===== src/rtl/q_learning_pkg.sv =====
// Shared widths, fixed-point type and constants for the Q-learning update datapath.
// Q_UPDATE_SAT_EN selects saturating (defined) or wrapping (undefined) DATA_W reductions.
package q_learning_pkg;

    localparam int STATE_W = 4;
    localparam int ACT_W   = 4;
    localparam int DATA_W  = 16;
    localparam int FRAC_W  = 8;

    typedef logic signed [DATA_W-1:0] q_fixed_t;

    localparam q_fixed_t Q_MAX_POS = 16'h7FFF;
    localparam q_fixed_t Q_MAX_NEG = 16'h8000;
    localparam q_fixed_t Q_ONE     = 16'h0100;

`ifdef Q_UPDATE_SAT_EN
    localparam bit Q_SAT_EN = 1'b1;
`else
    localparam bit Q_SAT_EN = 1'b0;
`endif

endpackage


===== src/rtl/q_fx_mul.sv =====
// Signed fixed-point multiply with floor shift by FRAC_W, reduced to DATA_W bits.
// Reduction saturates when Q_UPDATE_SAT_EN is defined, otherwise wraps.
module q_fx_mul #(
    parameter int DATA_W = q_learning_pkg::DATA_W,
    parameter int FRAC_W = q_learning_pkg::FRAC_W
) (
    input  logic signed [DATA_W-1:0] i_a,
    input  logic signed [DATA_W-1:0] i_b,
    output logic signed [DATA_W-1:0] o_p
);
    import q_learning_pkg::*;

    localparam logic signed [2*DATA_W-1:0] L_MAX = {{(DATA_W+1){1'b0}}, {(DATA_W-1){1'b1}}};
    localparam logic signed [2*DATA_W-1:0] L_MIN = {{(DATA_W+1){1'b1}}, {(DATA_W-1){1'b0}}};

    logic signed [2*DATA_W-1:0] w_a_ext;
    logic signed [2*DATA_W-1:0] w_b_ext;
    logic signed [2*DATA_W-1:0] w_prod;
    logic signed [2*DATA_W-1:0] w_shift;
    logic signed [DATA_W-1:0]   w_sat;

    assign w_a_ext = {{DATA_W{i_a[DATA_W-1]}}, i_a};
    assign w_b_ext = {{DATA_W{i_b[DATA_W-1]}}, i_b};
    assign w_prod  = w_a_ext * w_b_ext;
    assign w_shift = w_prod >>> FRAC_W;

    always_comb begin
        w_sat = w_shift[DATA_W-1:0];
        if (w_shift > L_MAX) begin
            w_sat = L_MAX[DATA_W-1:0];
        end else if (w_shift < L_MIN) begin
            w_sat = L_MIN[DATA_W-1:0];
        end
    end

    assign o_p = Q_SAT_EN ? w_sat : w_shift[DATA_W-1:0];

endmodule


===== src/rtl/q_update_unit.sv =====
// Four-stage TD update: Q + alpha*(r + gamma*maxQ - Q), valid/ready with a global stall.
// Q_UPDATE_SAT_EN (see q_learning_pkg) selects saturating instead of wrapping reductions.
module q_update_unit #(
    parameter int STATE_W = q_learning_pkg::STATE_W,
    parameter int ACT_W   = q_learning_pkg::ACT_W,
    parameter int DATA_W  = q_learning_pkg::DATA_W,
    parameter int FRAC_W  = q_learning_pkg::FRAC_W,
    parameter int CNT_W   = 32
) (
    input  logic                     clk,
    input  logic                     rst_n,
    input  logic                     i_in_valid,
    output logic                     o_in_ready,
    input  logic [STATE_W-1:0]       i_in_state,
    input  logic [ACT_W-1:0]         i_in_action,
    input  logic signed [DATA_W-1:0] i_q_sa,
    input  logic signed [DATA_W-1:0] i_q_max,
    input  logic signed [DATA_W-1:0] i_reward,
    input  logic signed [DATA_W-1:0] i_gamma,
    input  logic signed [DATA_W-1:0] i_alpha,
    output logic                     o_out_valid,
    input  logic                     i_out_ready,
    output logic [STATE_W-1:0]       o_out_state,
    output logic [ACT_W-1:0]         o_out_action,
    output logic signed [DATA_W-1:0] o_new_q_value,
    output logic                     o_busy,
    output logic [CNT_W-1:0]         o_update_count
);
    import q_learning_pkg::*;

    localparam logic signed [DATA_W+1:0] L_MAX = {3'b000, {(DATA_W-1){1'b1}}};
    localparam logic signed [DATA_W+1:0] L_MIN = {3'b111, {(DATA_W-1){1'b0}}};

    // Sums are formed two bits wide so the reduction sees the true overflow.
    function automatic logic signed [DATA_W-1:0] f_reduce(input logic signed [DATA_W+1:0] v);
        logic signed [DATA_W-1:0] r;
        r = v[DATA_W-1:0];
        if (Q_SAT_EN) begin
            if (v > L_MAX) begin
                r = L_MAX[DATA_W-1:0];
            end else if (v < L_MIN) begin
                r = L_MIN[DATA_W-1:0];
            end
        end
        return r;
    endfunction

    logic                     w_adv;
    logic signed [DATA_W-1:0] w_p1;
    logic signed [DATA_W-1:0] w_p3;
    logic signed [DATA_W+1:0] w_td_wide;
    logic signed [DATA_W+1:0] w_q_wide;

    logic                     r_v1, r_v2, r_v3, r_v4;
    logic [STATE_W-1:0]       r_st1, r_st2, r_st3, r_st4;
    logic [ACT_W-1:0]         r_act1, r_act2, r_act3, r_act4;
    logic signed [DATA_W-1:0] r_qsa1, r_qsa2, r_qsa3;
    logic signed [DATA_W-1:0] r_alpha1, r_alpha2;
    logic signed [DATA_W-1:0] r_reward1;
    logic signed [DATA_W-1:0] r_p1;
    logic signed [DATA_W-1:0] r_td2;
    logic signed [DATA_W-1:0] r_p3;
    logic signed [DATA_W-1:0] r_q4;
    logic [CNT_W-1:0]         r_count;

    assign w_adv      = !r_v4 || i_out_ready;
    assign o_in_ready = w_adv;

    q_fx_mul #(.DATA_W(DATA_W), .FRAC_W(FRAC_W)) u_mul_s1 (
        .i_a (i_gamma),
        .i_b (i_q_max),
        .o_p (w_p1)
    );

    assign w_td_wide = {{2{r_reward1[DATA_W-1]}}, r_reward1}
                     + {{2{r_p1[DATA_W-1]}}, r_p1}
                     - {{2{r_qsa1[DATA_W-1]}}, r_qsa1};

    q_fx_mul #(.DATA_W(DATA_W), .FRAC_W(FRAC_W)) u_mul_s3 (
        .i_a (r_alpha2),
        .i_b (r_td2),
        .o_p (w_p3)
    );

    assign w_q_wide = {{2{r_qsa3[DATA_W-1]}}, r_qsa3} + {{2{r_p3[DATA_W-1]}}, r_p3};

    // Bubbles advance with the pipe; a stalled output freezes every stage.
    always_ff @(posedge clk or negedge rst_n) begin
        if (!rst_n) begin
            r_v1      <= 1'b0;
            r_v2      <= 1'b0;
            r_v3      <= 1'b0;
            r_v4      <= 1'b0;
            r_st1     <= '0;
            r_st2     <= '0;
            r_st3     <= '0;
            r_st4     <= '0;
            r_act1    <= '0;
            r_act2    <= '0;
            r_act3    <= '0;
            r_act4    <= '0;
            r_qsa1    <= '0;
            r_qsa2    <= '0;
            r_qsa3    <= '0;
            r_alpha1  <= '0;
            r_alpha2  <= '0;
            r_reward1 <= '0;
            r_p1      <= '0;
            r_td2     <= '0;
            r_p3      <= '0;
            r_q4      <= '0;
        end else if (w_adv) begin
            r_v1      <= i_in_valid;
            r_st1     <= i_in_state;
            r_act1    <= i_in_action;
            r_qsa1    <= i_q_sa;
            r_alpha1  <= i_alpha;
            r_reward1 <= i_reward;
            r_p1      <= w_p1;

            r_v2      <= r_v1;
            r_st2     <= r_st1;
            r_act2    <= r_act1;
            r_qsa2    <= r_qsa1;
            r_alpha2  <= r_alpha1;
            r_td2     <= f_reduce(w_td_wide);

            r_v3      <= r_v2;
            r_st3     <= r_st2;
            r_act3    <= r_act2;
            r_qsa3    <= r_qsa2;
            r_p3      <= w_p3;

            r_v4      <= r_v3;
            r_st4     <= r_st3;
            r_act4    <= r_act3;
            r_q4      <= f_reduce(w_q_wide);
        end
    end

    always_ff @(posedge clk or negedge rst_n) begin
        if (!rst_n) begin
            r_count <= '0;
        end else if (r_v4 && i_out_ready) begin
            r_count <= r_count + 1'b1;
        end
    end

    assign o_out_valid    = r_v4;
    assign o_out_state    = r_st4;
    assign o_out_action   = r_act4;
    assign o_new_q_value  = r_q4;
    assign o_busy         = r_v1 || r_v2 || r_v3 || r_v4;
    assign o_update_count = r_count;

endmodule


===== config.mk =====
export PLATFORM = sky130hd
export DESIGN_NAME = q_update_unit
export DESIGN_NICKNAME = d
export VERILOG_FILES = /design/src/rtl/q_learning_pkg.sv /design/src/rtl/q_fx_mul.sv /design/src/rtl/q_update_unit.sv
export SDC_FILE = /design/constraint.sdc
export NUM_CORES = 2
export LEC_CHECK = 0
export CORE_MARGIN = 2
export CORE_UTILIZATION = 35
export DETAILED_ROUTE_END_ITERATION = 7
export PLACE_DENSITY_LB_ADDON = 0.1
export SYNTH_ARGS = -nofsm -noshare
export SYNTH_HDL_FRONTEND = slang
export SYNTH_SLANG_ARGS = --single-unit

===== constraint.sdc =====
create_clock -name clk -period 17.7 [get_ports clk]
set_clock_uncertainty 0.2 [all_clocks]
set_input_delay 1.77 -clock clk [delete_from_list [all_inputs] [get_ports clk]]
set_output_delay 1.77 -clock clk [all_outputs]
set_load 0.05 [all_outputs]

==> out/results.tsv <==
stage	metric	value	unit
drt	drtIter0Drc	837	
placement	place.gp.congestion	0.829	
clocking	cts_tree	built	
hold_path	hold_depth	2	
clocking	clkSlewWorstSetupHoldPaths	60	ps
logic_synthesis	syn_inst	2803	
drt	ant_nets	0	
drt	wl_per_cell	16.5	microns
sta	worstMarginPinSlew	984	ps
layout	final_nets	3536	
layout	syn_to_final_growth	13.5	%
drt	vias	17800	
sta	max_freq	127	MHz
sta	setup_viol_count_final	0	
logic_synthesis	avgSynthCellArea	8.95	sq um
run_status	outcome	finished clean	
grt	antenna_found_initial	0	
clocking	clk_path_buf_depth	3	
grt	grt_pass1_wl	105	mm
grt	grt_max_degree	181	
grt	grt_use_total	17.7	%
worst_setup_path	critical-path-max-stage-delay	970	ps
worst_setup_path	cp_common_cell	fa_1	
logic_synthesis	syn_nets	3455	
die	row_count	98	
hold_path	hp-class	flop to flop	
logic_synthesis	synth_edf_count	0	
clocking	holdBufCountCts	0	
clocking	cts_root_buffer	clkbuf_16	
worst_setup_path	r2r_slack	10860	ps
flow_run	cap_violations	0	
clocking	cts-resized-gates	0	
logic_synthesis	synth_cell_types	54	
sta	rsz0062_at_grt	false	
drt	drcViolationCount	0	
logic_synthesis	post_synth_main_area_contributors	fa_1 31%, dfrtp_1 23%, nand2_1 9.7%, ha_1 8.6%, inv_1 8.3%	
sta	hold_viol	0	
clocking	cts_buffers	29	
logic_synthesis	synth_ff_type	dfrtp_1	
logic_synthesis	yosys_warnings	0	
worst_setup_path	worst_setup_path_end_kind	flop	
worst_setup_path	worst-setup-path-type	primary input to flop	
worst_setup_path	critical_path_required	17950	ps
clocking	cts_setup_buffers	0	
layout	design_area	0.0285	sq mm
grt	overflow	0	
worst_setup_path	arrival	8150	ps
drt	wl	63.7	mm
logic_synthesis	synth-seq-cells	228	
logic_synthesis	postSynth.asyncResetShare	100	%
logic_synthesis	synth_common_cells	647 x nand2_1, 553 x inv_1, 388 x fa_1	
worst_setup_path	path_cells	clkdlybuf4s50_1 -> nand2_1 -> fa_1 -> inv_1 -> fa_1 -> inv_1 -> fa_1 -> inv_1 -> fa_1 -> fa_1 -> inv_1 -> fa_1 -> inv_1 -> ha_1 -> and3_1 -> a221oi_2 -> o21ai_1 -> a31oi_2 -> o31ai_4 -> o41ai_4 -> o21ai_1 -> xnor2_1 -> a21oi_1	
placement	io_buffers	150	
logic_synthesis	synth_top_cell_by_area	fa_1	
placement	hpwlAfterDp	49.7	mm
drt	dr.pass1.iters	5	
sta	slew_violations	0	
placement	dpl_cell_area	0.0275	sq mm
grt	grt_pass1_vias	19300	
sta	timing.final.crit_period	7900	ps
die	die_x	272	microns
die	core	0.0712	sq mm
sta	slew_headroom	34.4	%
drt	drt-vias-per-instance	4.61	
logic_synthesis	syn-cell-area	0.0251	sq mm
worst_setup_path	r2r_cells	20	
worst_setup_path	critPathLaunchType	primary input	
logic_synthesis	seq_area_frac_synth	22.7	%
die	die_area	0.0738	sq mm
clocking	clk_latency	600	ps
die	die_h	272	microns
die	ioPinCount	151	
sta	fin_setup_tns	0	ps
die	start_util	35.2	%
worst_setup_path	cp_slowest_cell	clkdlybuf4s50_1	
clocking	clock_sink_count	228	
sta	finalCritPeriodShare	44.7	%
clocking	h-tree-depth	1	
worst_setup_path	worst-path-max-fanout	17	
logic_synthesis	yosysTopAreaCellShare	31.0	%
layout	final_layout_size_suffix_gt1_share	2.86	%
logic_synthesis	synth_most_common_cell	nand2_1	
final cells by class:
| class | count | area [sq um] |
|---|---|---|
| Fill cell | 7156 | 42800 |
| Multi-Input combinational cell | 1912 | 16900 |
| Sequential cell | 228 | 5710 |
| Inverter | 554 | 2080 |
| Timing Repair Buffer | 159 | 1590 |
| Tap cell | 950 | 1190 |
| Clock buffer | 40 | 837 |
| Clock inverter | 12 | 159 |
| Antenna cell | 2 | 5.00 |
registers in the layout, indices dropped and copies added, names as in the netlist, 4 cells and up:
signal,count
o_update_count,32
r_st1,4
r_qsa1,16
r_act2,4
r_qsa2,16
r_qsa3,16
r_st2,4
r_act3,4
r_reward1,16
r_p3,16
r_p1,16
o_out_action,4
r_st3,4
r_alpha1,16
o_new_q_value,16
r_td2,16
o_out_state,4
r_act1,4
r_alpha2,16
layer usage:
metal,vias up,share of wire [%],global-route usage [%]
met3,71,2.8,1.72
li1,8487,-,-
met1,9001,45,23.9
met5,-,0,0
met2,219,50,30.9
met4,0,1.9,3.79
cells in the final DEF, fill, tap and decap left out, types with 3 or more instances in the layout:
cell and n:
nor2_1 84, clkbuf_16 29, clkbuf_8 7, o21ai_0 36
fa_1 388, o21bai_1 3, o21a_1 12, a21oi_2 5
and2_1 220, and3_1 16, clkbuf_1 4, clkinv_2 5
nand4_1 7, nand3_1 25, or2_2 3, a21o_1 8
o31ai_1 12, a21oi_1 57, or3_1 9, inv_1 552
a211oi_1 6, xor2_1 37, o21ai_1 9, dfrtp_1 228
ha_1 172, nand2_1 647, nor2b_1 6, clkdlybuf4s50_1 149
a31oi_1 5, buf_4 8, xnor2_1 83, nor3_1 19
nand2b_1 9, o2111ai_1 4, bufinv_16 3
metrics by stage:
step | hold WS (ps) | worst slack (ps) | utilization (%) | instances
after global placement | 249 | 9180 | 38.6 | 3803
final | 249 | 9800 | 40.0 | 3857
after global routing | 259 | 9460 | 40.0 | 3855
after CTS | 246 | 9790 | 40.0 | 3855
after floorplan | 239 | 10040 | - | 2803
after detailed placement | 254 | 9180 | 38.6 | 3803
final timing paths:
kind,startpoint,to
max,i_q_max[7],r_p1[15]
min,r_qsa2[14],r_qsa3[14]
max reg2reg,r_td2[1],r_p3[14]
min reg2reg,r_qsa2[14],r_qsa3[14]
max in group asynchronous,rst_n,r_qsa1[15]
min in group asynchronous,rst_n,o_out_state[1]
critical path: cells and delay by family:
family | cells | cell delay [ps]
AOI/OAI and AO/OA | 7 | 1260
xor gates and xnor gates | 1 | 170
adders and majority gates | 7 | 3370
buffers and inverters | 6 | 1210
and+or+nand+nor | 2 | 370
cells by family after synthesis:
group,after synthesis,synth area share [%]
fa+ha+maj,560,39.5
compound gates,178,4.76
xor+xnor,120,4.19
buf+inv,663,9.93
simple gates,1052,18.8
mux,2,0.0898
flops,228,22.7
Power is not shown: default switching activity piles up to over one toggle a cycle in this logic, so the estimate is an artifact.
